<file path="config.mk">
export PLATFORM = sky130hd
export DESIGN_NAME = instruction_encoder
export DESIGN_NICKNAME = d
export VERILOG_FILES = /design/src/rtl/instruction_encoder.sv
export SDC_FILE = /design/constraint.sdc
export NUM_CORES = 1
export LEC_CHECK = 0
export ABC_AREA = 1
export BUFFER_PORTS_ARGS = -buffer_cell sky130_fd_sc_hd__buf_2
export CAP_MARGIN = 10
export CORE_ASPECT_RATIO = 0.9
export CORE_MARGIN = 2
export CORE_UTILIZATION = 35
export DETAILED_ROUTE_END_ITERATION = 10
export GPL_ROUTABILITY_DRIVEN = 0
export PLACE_DENSITY = 0.57
export SLEW_MARGIN = 20
export SYNTH_ARGS = -nofsm -noshare
export SYNTH_HDL_FRONTEND = slang
export SYNTH_SLANG_ARGS = --single-unit
</file>
<file path="constraint.sdc">
create_clock -name clk -period 1.99 [get_ports clk]
set_input_delay 0.0995 -clock clk [delete_from_list [all_inputs] [get_ports clk]]
set_output_delay 0.0995 -clock clk [all_outputs]
set_load 0.02 [all_outputs]
</file>
<file path="src/rtl/instruction_encoder.sv">
// instruction_encoder: packs RV32I fields plus a signed immediate into a 32-bit instruction word,
//   flags immediates that are out of range or misaligned for the opcode's format, and counts handoffs.
// Latency 2 cycles (field register, packed-word register); throughput 1 word/cycle.
// Backpressure: out_ready low freezes stage 2; stage 1 absorbs one more word, then in_ready drops.
// Ports: clk/rst_n; in_valid/in_ready + opcode, rd, rs1, rs2, funct3, funct7, immediate;
//   out_valid/out_ready + instruction, out_error; counters_clear, encoded_count, error_count.
module instruction_encoder #(
    parameter int COUNT_WIDTH       = 16,
    parameter int ERROR_COUNT_WIDTH = 8
) (
    input  logic                         clk,
    input  logic                         rst_n,
    input  logic                         in_valid,
    output logic                         in_ready,
    input  logic [6:0]                   opcode,
    input  logic [4:0]                   rd,
    input  logic [4:0]                   rs1,
    input  logic [4:0]                   rs2,
    input  logic [2:0]                   funct3,
    input  logic [6:0]                   funct7,
    input  logic [31:0]                  immediate,
    output logic                         out_valid,
    input  logic                         out_ready,
    output logic [31:0]                  instruction,
    output logic                         out_error,
    input  logic                         counters_clear,
    output logic [COUNT_WIDTH-1:0]       encoded_count,
    output logic [ERROR_COUNT_WIDTH-1:0] error_count
);
    typedef enum logic [2:0] {FMT_R, FMT_I, FMT_S, FMT_B, FMT_U, FMT_J} fmt_t;

    fmt_t               in_fmt;
    logic               in_err;
    logic signed [31:0] imm_s;

    logic               s1_valid;
    fmt_t               s1_fmt;
    logic               s1_err;
    logic [6:0]         s1_opcode;
    logic [4:0]         s1_rd;
    logic [4:0]         s1_rs1;
    logic [4:0]         s1_rs2;
    logic [2:0]         s1_funct3;
    logic [6:0]         s1_funct7;
    logic [31:0]        s1_imm;

    logic [31:0]        packed_word;
    logic               s2_load;
    logic               handoff;

    assign imm_s    = immediate;
    assign s2_load  = !out_valid || out_ready;
    // Depends only on registered state and out_ready, never on in_valid.
    assign in_ready = !s1_valid || s2_load;
    assign handoff  = out_valid && out_ready;

    always_comb begin
        in_fmt = FMT_R;
        case (opcode)
            7'b0000011, 7'b0010011, 7'b1100111: in_fmt = FMT_I;
            7'b0100011:                         in_fmt = FMT_S;
            7'b1100011:                         in_fmt = FMT_B;
            7'b0010111, 7'b0110111:             in_fmt = FMT_U;
            7'b1101111:                         in_fmt = FMT_J;
            default:                            in_fmt = FMT_R;
        endcase
    end

    // B and J offsets are byte offsets whose bit 0 is not encodable, so odd values are errors.
    always_comb begin
        in_err = 1'b0;
        case (in_fmt)
            FMT_I, FMT_S: in_err = (imm_s < -32'sd2048) || (imm_s > 32'sd2047);
            FMT_B:        in_err = (imm_s < -32'sd4096) || (imm_s > 32'sd4094) || immediate[0];
            FMT_J:        in_err = (imm_s < -32'sd1048576) || (imm_s > 32'sd1048574) || immediate[0];
            FMT_U:        in_err = (immediate[11:0] != 12'd0);
            default:      in_err = 1'b0;
        endcase
    end

    always_ff @(posedge clk or negedge rst_n) begin
        if (!rst_n) begin
            s1_valid  <= 1'b0;
            s1_fmt    <= FMT_R;
            s1_err    <= 1'b0;
            s1_opcode <= 7'd0;
            s1_rd     <= 5'd0;
            s1_rs1    <= 5'd0;
            s1_rs2    <= 5'd0;
            s1_funct3 <= 3'd0;
            s1_funct7 <= 7'd0;
            s1_imm    <= 32'd0;
        end else if (in_ready) begin
            s1_valid <= in_valid;
            if (in_valid) begin
                s1_fmt    <= in_fmt;
                s1_err    <= in_err;
                s1_opcode <= opcode;
                s1_rd     <= rd;
                s1_rs1    <= rs1;
                s1_rs2    <= rs2;
                s1_funct3 <= funct3;
                s1_funct7 <= funct7;
                s1_imm    <= immediate;
            end
        end
    end

    // Out-of-range immediates are still packed from their truncated bits.
    always_comb begin
        packed_word = {s1_funct7, s1_rs2, s1_rs1, s1_funct3, s1_rd, s1_opcode};
        case (s1_fmt)
            FMT_I: packed_word = {s1_imm[11:0], s1_rs1, s1_funct3, s1_rd, s1_opcode};
            FMT_S: packed_word = {s1_imm[11:5], s1_rs2, s1_rs1, s1_funct3, s1_imm[4:0], s1_opcode};
            FMT_B: packed_word = {s1_imm[12], s1_imm[10:5], s1_rs2, s1_rs1, s1_funct3,
                                  s1_imm[4:1], s1_imm[11], s1_opcode};
            FMT_U: packed_word = {s1_imm[31:12], s1_rd, s1_opcode};
            FMT_J: packed_word = {s1_imm[20], s1_imm[10:1], s1_imm[11], s1_imm[19:12],
                                  s1_rd, s1_opcode};
            default: packed_word = {s1_funct7, s1_rs2, s1_rs1, s1_funct3, s1_rd, s1_opcode};
        endcase
    end

    always_ff @(posedge clk or negedge rst_n) begin
        if (!rst_n) begin
            out_valid   <= 1'b0;
            instruction <= 32'd0;
            out_error   <= 1'b0;
        end else if (s2_load) begin
            out_valid <= s1_valid;
            if (s1_valid) begin
                instruction <= packed_word;
                out_error   <= s1_err;
            end
        end
    end

    // Clear wins over a same-cycle increment; both counters stick at all-ones.
    always_ff @(posedge clk or negedge rst_n) begin
        if (!rst_n) begin
            encoded_count <= '0;
            error_count   <= '0;
        end else if (counters_clear) begin
            encoded_count <= '0;
            error_count   <= '0;
        end else if (handoff) begin
            if (encoded_count != {COUNT_WIDTH{1'b1}}) begin
                encoded_count <= encoded_count + {{(COUNT_WIDTH-1){1'b0}}, 1'b1};
            end
            if (out_error && (error_count != {ERROR_COUNT_WIDTH{1'b1}})) begin
                error_count <= error_count + {{(ERROR_COUNT_WIDTH-1){1'b0}}, 1'b1};
            end
        end
    end

endmodule

</file>
Yosys cells after proc, flatten, opt, wreduce, memory -nomap -nowiden
Cells that the tools add are included.
{ "totals": {"out_inout_bits": 59, "wordCells": 74, "reg_bits": 127} }
{ "op_classes": {"reduce_logical": 22, "magnitude_cmp": 6, "n_mux": 9, "n_addsub": 2, "n_eq_ne": 20} }
{ "op_table": {"columns": ["op", "n"], "rows": [
  ["$pmux 32 s5", 1],
  ["$mux 16", 3],
  ["$gt 32x12->1 const B", 1],
  ["$gt 32x13->1 const B", 1],
  ["$gt 32x21->1 const B", 1],
  ["$lt 32x12->1 const B", 1],
  ["$lt 32x13->1 const B", 1],
  ["$lt 32x21->1 const B", 1],
  ["$mux 8", 3],
  ["$eq 7x7->1 const B", 3],
  ["$add 16x1->16 const B", 1],
  ["$ne 16x16->1 const B", 1],
  ["$pmux 3 s5", 1],
  ["$eq 7x5->1 const B", 2],
  ["$eq 7x6->1 const B", 2],
  ["$eq 3x2->1 const B", 4],
  ["$eq 3x3->1 const B", 4],
  ["$reduce_bool 12->1", 1],
  ["$add 8x1->8 const B", 1],
  ["$ne 8x8->1 const B", 1],
  ["$reduce_and 2->1", 4],
  ["$eq 7x2->1 const B", 1],
  ["$logic_or 1x1->1", 7],
  ["$eq 3x1->1 const B", 2],
  ["other kinds (6)", 11]
]} }

Depth between registers and ports, before layout
Gate-level depths: netlist (run 1).
{ "depth": {"ltp_word": 6, "depth_mapped": 13, "ltp_nobuf": 13} }

Worst setup path after synthesis (run 1)
OpenSTA, ideal clock, no wires.
{ "synth_path": {"path_kind": "register -> register", "start": "reg encoded_count[0]", "end": "reg encoded_count[3]", "slack_ns": 0.300, "setup_time_ns": 0.119, "period_less_slack_ns": 1.690, "required_time_ns": 1.871, "path_buffers": 1, "path_stages_with_launch": 10, "arrival_ns": 1.571, "cell_sequence": "dfrtp_1 -> ha_1 -> nand3_1 -> nor2_2 -> nand4_1 -> and2_4 -> buf_6 -> nand2_1 -> a21oi_1 -> o21a_1"} }
{ "synth_between": {"elab_chain_cells": 4, "elab_cells_between_ends": 7, "classes_between": "1 x add/sub; 1 x eq/ne; 3 x mux; 2 x reduce/logical"} }
{ "synth_lines": {"columns": ["item", "line_no", "rtl"], "rows": [
  ["start: declaration", "27", "output logic [COUNT_WIDTH-1:0] encoded_count,"],
  ["start signal: assignment", "148", "encoded_count <= encoded_count + {{(COUNT_WIDTH-1){1'b0}}, 1'b1};"],
  ["$add 16x1->16", "148", null],
  ["$mux 16", "147", "if (encoded_count != {COUNT_WIDTH{1'b1}}) begin"],
  ["$mux 16", "146", "end else if (handoff) begin"],
  ["$mux 16", "143", "end else if (counters_clear) begin"]
]} }
Several ways; a longest one is shown, not always the timed one. The select of a mux whose other input is x is not followed.
A chain may end at the register's enable or synchronous reset.

Worst setup path in the final report (run 1)
{ "layout_path": {"start": "reg encoded_count[0]", "end": "reg encoded_count[2]"} }
Same word-level chain as after synthesis.

==> results of run 1 <==
synthesized netlist by cell type, drive strengths merged (5+ instances only):
| master | count | area, sq um |
|---|---|---|
| nand4 | 12 | 75.1 |
| dfrtp | 127 | 3180 |
| nor3 | 12 | 76.3 |
| nor2 | 84 | 333 |
| nand3 | 35 | 180 |
| o21ai | 83 | 415 |
| inv | 72 | 270 |
| o31ai | 9 | 67.6 |
| a31oi | 7 | 43.8 |
| a21oi | 22 | 114 |
| xor2 | 8 | 70.1 |
| a221oi | 5 | 43.8 |
| nand2 | 255 | 980 |
| clkbuf | 16 | 60.1 |
| buf | 9 | 53.8 |
worst max-delay path by stage:
stage | slack, ns | endpoint | startpoint
after floorplan | 0.30 | encoded_count[3]$_DFFE_PN0P_ | encoded_count[0]$_DFFE_PN0P_
after global placement | 0.30 | encoded_count[2]$_DFFE_PN0P_ | encoded_count[0]$_DFFE_PN0P_
after detailed placement | 0.23 | encoded_count[2]$_DFFE_PN0P_ | encoded_count[0]$_DFFE_PN0P_
after CTS | 0.22 | encoded_count[2]$_DFFE_PN0P_ | encoded_count[0]$_DFFE_PN0P_
after global routing | 0.02 | encoded_count[2]$_DFFE_PN0P_ | encoded_count[0]$_DFFE_PN0P_
final | 0.23 | encoded_count[2]$_DFFE_PN0P_ | encoded_count[0]$_DFFE_PN0P_
logic make-up (layout without fill, tap and decap cells):
logic type / Yosys count / in the layout / share of synthesized area [%]
AOI/OAI and AO/OA: 128 / 128 / 11.6
DFF: 127 / 127 / 52.6
adders and majority gates: 2 / 2 / 0.414
buffers and inverters: 99 / 308 / 6.49
and+or+nand+nor: 401 / 401 / 27.6
xor gates and xnor gates: 9 / 9 / 1.31
metrics by stage:
stage	setup slack (ns)	utilization (%)	instance area (sq um)
final	0.233	48.5	8190
after global routing	0.0228	48.5	8190
after CTS	0.225	48.5	8190
after detailed placement	0.228	41.4	6990
after global placement	0.303	41.4	6990
after floorplan	0.300	-	6040
layout make-up:
cell class | count | area, sq um | share of cell area, %
inverters | 74 | 278 | 3.39
clock inverters | 14 | 166 | 2.03
multi-input cells | 540 | 2470 | 30.2
flip-flops and latches | 127 | 3180 | 38.8
well taps | 211 | 264 | 3.22
repair buffers | 202 | 1390 | 17.0
clock buffers | 18 | 439 | 5.36
flip-flops by register name (all words and copies together), names as in the netlist:
name and count:
encoded_count 16, s1_rs1 5, error_count 8, s1_err 1, s1_imm 32, s1_rs2 5
out_error 1, out_valid 1, s1_fmt 3, s1_funct7 7, s1_valid 1, s1_opcode 7
s1_funct3 3, instruction 32, s1_rd 5
layout by cell type (no fill, tap or decap), types with 2 or more instances in the layout:
master         count
nand4_1           12
clkinv_4           2
dfrtp_1          127
o31ai_1            9
inv_1             62
nor3_1            10
nor2_1            81
buf_12             3
xor2_1             8
clkinv_1           2
a221oi_1           5
nand2_2            4
bufinv_16          3
nor2_4             2
nand2_1          249
nand2_4            2
clkinv_2           4
buf_4             13
nor4_1             2
a31oi_1            7
clkbuf_16         17
nand3_1           34
o21ai_0           82
ha_1               2
buf_2            126
clkinvlp_4         4
inv_2             10
a21oi_1           21
dlygate4sd3_1     59
power groups by stage:
| stage | combinational [uW] | clock [uW] | sequential (uW) |
|---|---|---|---|
| floorplan | 596 | 0 | 3520 |
| global placement | 1480 | 0 | 3290 |
| detailed placement | 1490 | 0 | 3300 |
| CTS | 1580 | 3250 | 3260 |
| global route | 1740 | 3360 | 3310 |
| finish | 1560 | 3190 | 3260 |
metal layers:
metal / GRT usage [%] / up-vias
li1: - / 2867
met1: 28.5 / 2624
met2: 28.8 / 159
met3: 3.39 / 14
met4: 6.81 / 0
met5: 0 / -
worst max-delay path, delay by kind of cell (launching register included):
family,cells,cell delay [ns]
flip-flops,1,0.41
buffers and inverters,1,0.20
adder cells (fa/ha/maj),1,0.21
AO/OA/AOI/OAI,2,0.25
AND/OR/NAND/NOR,4,0.61
==> flow_metrics.env, run 1 <==
export IMPL_status="finished clean"
export IMPL_period_needed_ns=1.76
export IMPL_ios=128
export IMPL_core_sq_um=16900
export IMPL_p_total_uw=8010
export IMPL_route_met2_wl_um=7520
export IMPL_postCtsSetupBuffers=0
export IMPL_drt_pre_antenna_iters=4
export IMPL_syn2layout_area_growth_pct=35.6
export IMPL_tightest_slew_ns=0.492
export IMPL_hold_path_endpoint="s1_opcode[6]$_DFFE_PN0P_"
export IMPL_cap_viol_max_count=0
export IMPL_nets=1033
export IMPL_dieArea_sq_um=18300
export IMPL_fillCellCount=1668
export IMPL_crit_chain="ha_1 > nand3_1 > nor2_2 > nand4_1 > and2_4 > inv_2 > o21ai_0 > a21oi_1"
export IMPL_dr_wl_met3_um=930
export IMPL_yosys_warnings=0
export IMPL_r2r_cells=8
export IMPL_die_h_um=129
export IMPL_p_switching_uw=2450
export IMPL_routedWlPerCell_um=14.5
export IMPL_ctsHoldBuffers=59
export IMPL_r2r_slack_ns=0.23
export IMPL_combPwrFrac_pct=19.5
export IMPL_grt_setup_unrepaired="false"
export IMPL_setup_viol=0
export IMPL_vias_per_cell=4.78
export IMPL_clk_latency_ns=0.42
export IMPL_p_leak_uw=0.00405
export IMPL_die_w_um=142
export IMPL_ys_ff_latch=127
export IMPL_synth_net_count=837
export IMPL_start_util_pct=35.7
export IMPL_syn_avg_cell_area_sq_um=7.88
export IMPL_yosysSeqAreaShare_pct=52.6
export IMPL_finalMaxSlewViolations=0
export IMPL_grt_usage_pct=19.4
export IMPL_fin_crit_sh_pct=88.3
export IMPL_dp_cells=1095
export IMPL_ant_nets=0
export IMPL_hp_class="in2reg"
export IMPL_max_freq_mhz=569
export IMPL_grt_pass1_wl_um=27300
export IMPL_numCtsBuffers=17
export IMPL_p_int_uw=5570
export IMPL_drive_gt1_share_pct=20.4
export IMPL_antenna_found_initial=0
export IMPL_max_stage_delay_ns=0.41
export IMPL_htreeDepth=4
export IMPL_grt_pass1_vias=5260
export IMPL_synth_top_flop_cell="dfrtp_1"
export IMPL_crit_required_ns=2.33
export IMPL_drt_wl_total_um=17200
export IMPL_cts_tree="yes"
export IMPL_cts_buffer_depth=2
export IMPL_slowest_stage="dfrtp_1"
export IMPL_path_clk_slew_ns=0.06
export IMPL_p_seq_share_pct=40.7
export IMPL_wl_met1_um=8600
export IMPL_fin_tns_setup_ns=0
export IMPL_endpoint_kind="flop"
export IMPL_num_rows=45
export IMPL_clock_power_share_pct=39.8
export IMPL_cts_root_buf="clkbuf_16"
export IMPL_holdWs_ns=0.0273
export IMPL_n_antenna_cell=0
export IMPL_ir_drop_v=0.000639
export IMPL_netlist_area_sq_um=6040
export IMPL_layoutNonFillerInstCount=1186
export IMPL_p_per_area_nw_per_um2=979
export IMPL_hp_start="opcode[6]"
export IMPL_fin_worst_skew_ns=0.0120
export IMPL_drc=0
export IMPL_crit_reg2reg_launch="encoded_count[0]$_DFFE_PN0P_"
export IMPL_gr_total_overflow=0
export IMPL_num_vias=5664
export IMPL_arrival_ns=2.10
export IMPL_grt_start_max_net_pins=58
export IMPL_slew_headroom_pct=67.2
export IMPL_port_buffers=127
export IMPL_synth_edff_count=0
export IMPL_syn_inst=766
export IMPL_crit_path_max_fanout=15
export IMPL_critPathLaunchType="flop"
export IMPL_top_layer="met4"
export IMPL_clock_sinks=127
export IMPL_path_class="reg2reg"
export IMPL_drt_initial_drc_count=354
export IMPL_hold_path_depth=3
export IMPL_yosys_cell_types_count=34
export IMPL_switching_share_pct=30.5
export IMPL_finalHoldViolCount=0
export IMPL_hpwl_um=12000
export IMPL_postSynth_asyncResetShare_pct=100
export IMPL_cts_resized=0
export IMPL_r2r_end="encoded_count[2]$_DFFE_PN0P_"
Note: power is estimated with default switching activity, not from simulation.
==> run 2, diff against run 1 <==
--- a/config.mk
+++ b/config.mk
@@ -14,6 +14,7 @@
 export DETAILED_ROUTE_END_ITERATION = 10
 export GPL_ROUTABILITY_DRIVEN = 0
 export PLACE_DENSITY = 0.57
+export RECOVER_POWER = 50
 export SLEW_MARGIN = 20
 export SYNTH_ARGS = -nofsm -noshare
 export SYNTH_HDL_FRONTEND = slang
==> flow_metrics.env, run 2 (synthesis results as in run 1) <==
export IMPL_status="finished clean"
export IMPL_grt_start_max_net_pins=58
export IMPL_grt_usage_pct=19.4
export IMPL_crit_required_ns=2.33
export IMPL_r2r_slack_ns=0.23
export IMPL_die_w_um=142
export IMPL_nets=1033
export IMPL_period_needed_ns=1.76
export IMPL_hp_class="in2reg"
export IMPL_hold_path_endpoint="s1_imm[16]$_DFFE_PN0P_"
export IMPL_htreeDepth=4
export IMPL_slowest_stage="dfrtp_1"
export IMPL_critPathLaunchType="flop"
export IMPL_fin_worst_skew_ns=0.0118
export IMPL_crit_chain="ha_1 > nand3_1 > nor2_2 > nand4_1 > and2_4 > inv_2 > o21ai_0 > a21oi_1"
export IMPL_ant_nets=0
export IMPL_setup_viol=0
export IMPL_start_util_pct=35.7
export IMPL_cts_tree="yes"
export IMPL_final_cell_mix="250 x nand2_1, 127 x dfrtp_1, 98 x buf_2"
export IMPL_syn2layout_area_growth_pct=34.8
export IMPL_fillCellCount=1686
export IMPL_vias_per_cell=4.77
export IMPL_finalMaxSlewViolations=0
export IMPL_max_freq_mhz=569
export IMPL_r2r_end="encoded_count[2]$_DFFE_PN0P_"
export IMPL_p_leak_uw=0.00395
export IMPL_final_util_pct=48.2
export IMPL_drive_gt1_share_pct=17.4
export IMPL_hold_path_depth=3
export IMPL_critical_path_top_delay_family="simple AND/OR/NAND/NOR gates"
export IMPL_p_total_uw=7970
export IMPL_path_clk_slew_ns=0.06
export IMPL_drc=0
export IMPL_ios=128
export IMPL_drt_pre_antenna_iters=5
export IMPL_arrival_ns=2.10
export IMPL_fin_tns_setup_ns=0
export IMPL_die_h_um=129
export IMPL_cts_root_buf="clkbuf_16"
export IMPL_n_antenna_cell=0
export IMPL_clk_latency_ns=0.42
export IMPL_ir_drop_v=0.000638
export IMPL_crit_reg2reg_launch="encoded_count[0]$_DFFE_PN0P_"
export IMPL_cts_resized=0
export IMPL_hpwl_um=12000
export IMPL_grt_setup_unrepaired="false"
export IMPL_num_rows=45
export IMPL_max_stage_delay_ns=0.41
export IMPL_grt_pass1_vias=5260
export IMPL_drt_wl_total_um=17200
export IMPL_clock_sinks=127
export IMPL_p_per_area_nw_per_um2=979
export IMPL_endpoint_kind="flop"
export IMPL_tightest_slew_ns=1.31
export IMPL_finalHoldViolCount=0
export IMPL_dieArea_sq_um=18300
export IMPL_gr_total_overflow=0
export IMPL_postCtsSetupBuffers=0
export IMPL_num_vias=5656
export IMPL_routedWlPerCell_um=14.5
export IMPL_crit_path_max_fanout=15
export IMPL_port_buffers=127
export IMPL_grt_pass1_wl_um=27300
export IMPL_r2r_cells=8
export IMPL_fin_crit_sh_pct=88.3
export IMPL_antenna_found_initial=0
export IMPL_path_class="reg2reg"
export IMPL_cts_buffer_depth=2
export IMPL_slew_headroom_pct=12.7
export IMPL_core_sq_um=16900
export IMPL_hp_start="immediate[16]"
export IMPL_drt_initial_drc_count=342
export IMPL_path_buf_inv=1
export IMPL_cap_viol_max_count=0
export IMPL_layout_commonest_cell="nand2_1"
export IMPL_reg_top3="instruction x32, s1_imm x32, encoded_count x16"
export IMPL_numCtsBuffers=17
## run 2: cell count changes in the layout (fill, tap and decap cells not counted)
cell	change
clkbuf_1	+28
nand2_2	-1
buf_6	-1
nand2_1	+1
buf_4	-1
clkbuf_2	+2
buf_2	-28
## run 2: per-layer routing
metal  part of all wire [%]  global-route usage [%]  wire length [um]
met5                      0                       0                 0
met4                    1.1                    6.81               186
met3                    5.2                    3.39               897
met2                     44                    28.8              7510
met1                     50                    28.5              8630
## run 2: tightest hold or removal path: stages
cell and delay [ns]:
buf_2 0.11, inv_1 0.09, o21ai_0 0.09
## run 2: how the worst max path moves through the flow
stage          slack, ns                          from                            to  cells past startpoint
2_1_floorplan       0.30  encoded_count[0]$_DFFE_PN0P_  encoded_count[3]$_DFFE_PN0P_                      9
3_3_place_gp        0.30  encoded_count[0]$_DFFE_PN0P_  encoded_count[2]$_DFFE_PN0P_                      8
3_5_place_dp        0.23  encoded_count[0]$_DFFE_PN0P_  encoded_count[2]$_DFFE_PN0P_                      8
4_1_cts             0.22  encoded_count[0]$_DFFE_PN0P_  encoded_count[2]$_DFFE_PN0P_                      8
5_1_grt             0.02  encoded_count[0]$_DFFE_PN0P_  encoded_count[2]$_DFFE_PN0P_                      8
6_report            0.23  encoded_count[0]$_DFFE_PN0P_  encoded_count[2]$_DFFE_PN0P_                      8
## run 2: cell type report
class,instances,area [sq um],share of cell area (%)
Inverter,74,278,3.41
Sequential cell,127,3180,39.0
Clock buffer,18,439,5.40
Timing Repair Buffer,202,1350,16.5
Tap cell,211,264,3.24
Multi-Input combinational cell,540,2470,30.3
Clock inverter,14,166,2.04
## run 2: repair_timing
action,4_1_cts,5_1_grt
hold buffers,59,0
setup endpoints to repair,0,0
endpoints found under the hold margin,103,0
## run 2: stage by stage
step,instances,setup WS (ns),hold slack [ns],cell area [sq um]
floorplan,766,0.300,-0.196,6040
global placement,1095,0.303,0.0787,6990
detailed placement,1095,0.228,0.0822,6990
CTS,1186,0.225,0.00173,8190
global route,1186,0.0228,0.0381,8140
finish,1186,0.233,0.0285,8140
## run 2: power breakdown
| part | switching [uW] | total, uW | internal [uW] |
|---|---|---|---|
| Sequential | 264 | 3270 | 3000 |
| Combinational | 1000 | 1510 | 513 |
| Clock | 1190 | 3180 | 2000 |
==> run 3, diff against run 2 <==
--- a/config.mk
+++ b/config.mk
@@ -10,10 +10,10 @@
 export CAP_MARGIN = 10
 export CORE_ASPECT_RATIO = 0.9
 export CORE_MARGIN = 2
-export CORE_UTILIZATION = 35
+export CORE_UTILIZATION = 47
 export DETAILED_ROUTE_END_ITERATION = 10
 export GPL_ROUTABILITY_DRIVEN = 0
-export PLACE_DENSITY = 0.57
+export PLACE_DENSITY = 0.72
 export RECOVER_POWER = 50
 export SLEW_MARGIN = 20
 export SYNTH_ARGS = -nofsm -noshare
==> constraint.sdc (replaced) <==
create_clock -name clk -period 1.99 [get_ports clk]
set_input_delay 0.398 -clock clk [delete_from_list [all_inputs] [get_ports clk]]
set_output_delay 0.398 -clock clk [all_outputs]
set_load 0.02 [all_outputs]
==> flow_metrics.env, run 3 (synthesis results as in run 1) <==
export IMPL_crit_path_max_fanout=15
export IMPL_top_layer="met4"
export IMPL_path_clk_slew_ns=0.05
export IMPL_hp_class="in2reg"
export IMPL_n_antenna_cell=0
export IMPL_gr_total_overflow=0
export IMPL_ios=128
export IMPL_clock_power_share_pct=37.9
export IMPL_htreeDepth=4
export IMPL_switching_share_pct=30.2
export IMPL_fin_area_sq_um=7400
export IMPL_drt_pre_antenna_iters=5
export IMPL_grt_setup_unrepaired="false"
export IMPL_path_class="reg2reg"
export IMPL_vias_per_cell=5.14
export IMPL_fin_worst_skew_ns=0.00597
export IMPL_tightest_slew_ns=0.817
export IMPL_dp_cells=1044
export IMPL_grt_start_max_net_pins=81
export IMPL_drc=0
export IMPL_layoutNonFillerInstCount=1075
export IMPL_p_seq_share_pct=43.1
export IMPL_dr_wl_met3_um=1130
export IMPL_ir_drop_v=0.000834
export IMPL_ctsHoldBuffers=1
export IMPL_wl_met1_um=7280
export IMPL_hpwl_um=11100
export IMPL_placed_cell_area_sq_um=6920
export IMPL_postCtsSetupBuffers=0
export IMPL_clk_latency_ns=0.41
export IMPL_cts_root_buf="clkbuf_16"
export IMPL_syn2layout_area_growth_pct=22.6
export IMPL_nets=971
export IMPL_arrival_ns=2.12
export IMPL_critPathLaunchType="flop"
export IMPL_combPwrFrac_pct=19.0
export IMPL_drt_wl_total_um=15600
export IMPL_crit_required_ns=2.31
export IMPL_grt_pass1_wl_um=26100
export IMPL_max_freq_mhz=557
export IMPL_dieArea_sq_um=13800
export IMPL_drive_gt1_share_pct=20.1
export IMPL_port_buffers=127
export IMPL_slew_headroom_pct=45.5
export IMPL_start_util_pct=47.8
export IMPL_grt_usage_pct=24.4
export IMPL_numCtsBuffers=17
export IMPL_p_int_uw=5260
export IMPL_fin_tns_setup_ns=0
export IMPL_routedWlPerCell_um=14.5
export IMPL_endpoint_kind="flop"
export IMPL_drt_initial_drc_count=501
export IMPL_clock_sinks=127
export IMPL_setup_viol=0
export IMPL_num_rows=39
export IMPL_cts_resized=0
export IMPL_status="finished clean"
export IMPL_die_w_um=123
export IMPL_fin_crit_sh_pct=90.2
export IMPL_fillCellCount=1181
export IMPL_antenna_found_initial=0
export IMPL_period_needed_ns=1.79
export IMPL_reg_top3="instruction x32, s1_imm x32, encoded_count x16"
export IMPL_final_cell_mix="250 x nand2_1, 127 x dfrtp_1, 121 x buf_2"
export IMPL_p_per_area_nw_per_um2=1020
export IMPL_p_leak_uw=0.00373
export IMPL_ant_nets=0
export IMPL_grt_pass1_vias=5367
export IMPL_finalMaxSlewViolations=0
export IMPL_cts_tree="yes"
export IMPL_core_sq_um=12600
export IMPL_route_met2_wl_um=6960
export IMPL_layout_commonest_cell="nand2_1"
export IMPL_p_switching_uw=2280
export IMPL_cts_buffer_depth=2
export IMPL_num_vias=5526
export IMPL_finalHoldViolCount=0
export IMPL_die_h_um=112
export IMPL_cap_viol_max_count=0
-- run 3: worst paths after layout --
check / start / to / slack (ns) / cells past startpoint
max: encoded_count[0]$_DFFE_PN0P_ / encoded_count[2]$_DFFE_PN0P_ / 0.20 / 8
min: funct7[3] / s1_funct7[3]$_DFFE_PN0P_ / 0.18 / 3
max reg2reg: encoded_count[0]$_DFFE_PN0P_ / encoded_count[2]$_DFFE_PN0P_ / 0.20 / 8
min reg2reg: s1_opcode[4]$_DFFE_PN0P_ / instruction[4]$_DFFE_PN0P_ / 0.47 / 2
max in group asynchronous: rst_n / error_count[4]$_DFFE_PN0P_ / 0.34 / 3
min in group asynchronous: rst_n / instruction[5]$_DFFE_PN0P_ / 0.61 / 2
-- run 3: layer usage --
layer / GRT usage [%] / vias up
met4: 7.42 / 0
met1: 35.1 / 2555
li1: - / 2740
met3: 6.20 / 22
met2: 36.6 / 209
met5: 0 / -
-- run 3: metrics by stage --
step	total power (uW)	hold slack (ns)	setup slack (ns)	util, %
floorplan	4120	0.102	0.300	-
global placement	4710	0.375	0.355	54.8
detailed placement	4750	0.373	0.275	54.8
CTS	7630	0.170	0.206	59.1
global route	7950	0.182	0.0304	58.6
finish	7540	0.180	0.195	58.6
-- run 3: power groups by stage --
stage,registers [uW],logic [uW],clock network (uW)
after global placement,3270,1440,0
after global routing,3300,1610,3040
final,3250,1430,2860
after floorplan,3520,596,0
after CTS,3250,1480,2900
after detailed placement,3280,1470,0
-- run 3: worst max-delay path, cell delays in order, from the launching register on --
cell     delay (ns)
dfrtp_1        0.39
ha_1           0.21
nand3_1        0.15
nor2_2         0.18
nand4_1        0.10
and2_4         0.20
inv_2          0.19
o21ai_0        0.12
a21oi_1        0.16
-- run 3: area by class of cell --
type,instances,area [sq um],share of cell area (%)
Multi-Input combinational cell,540,2470,33.3
Clock buffer,23,478,6.45
Clock inverter,7,62.6,0.845
Inverter,74,278,3.75
Sequential cell,127,3180,42.9
Tap cell,164,205,2.77
Timing Repair Buffer,140,734,9.92
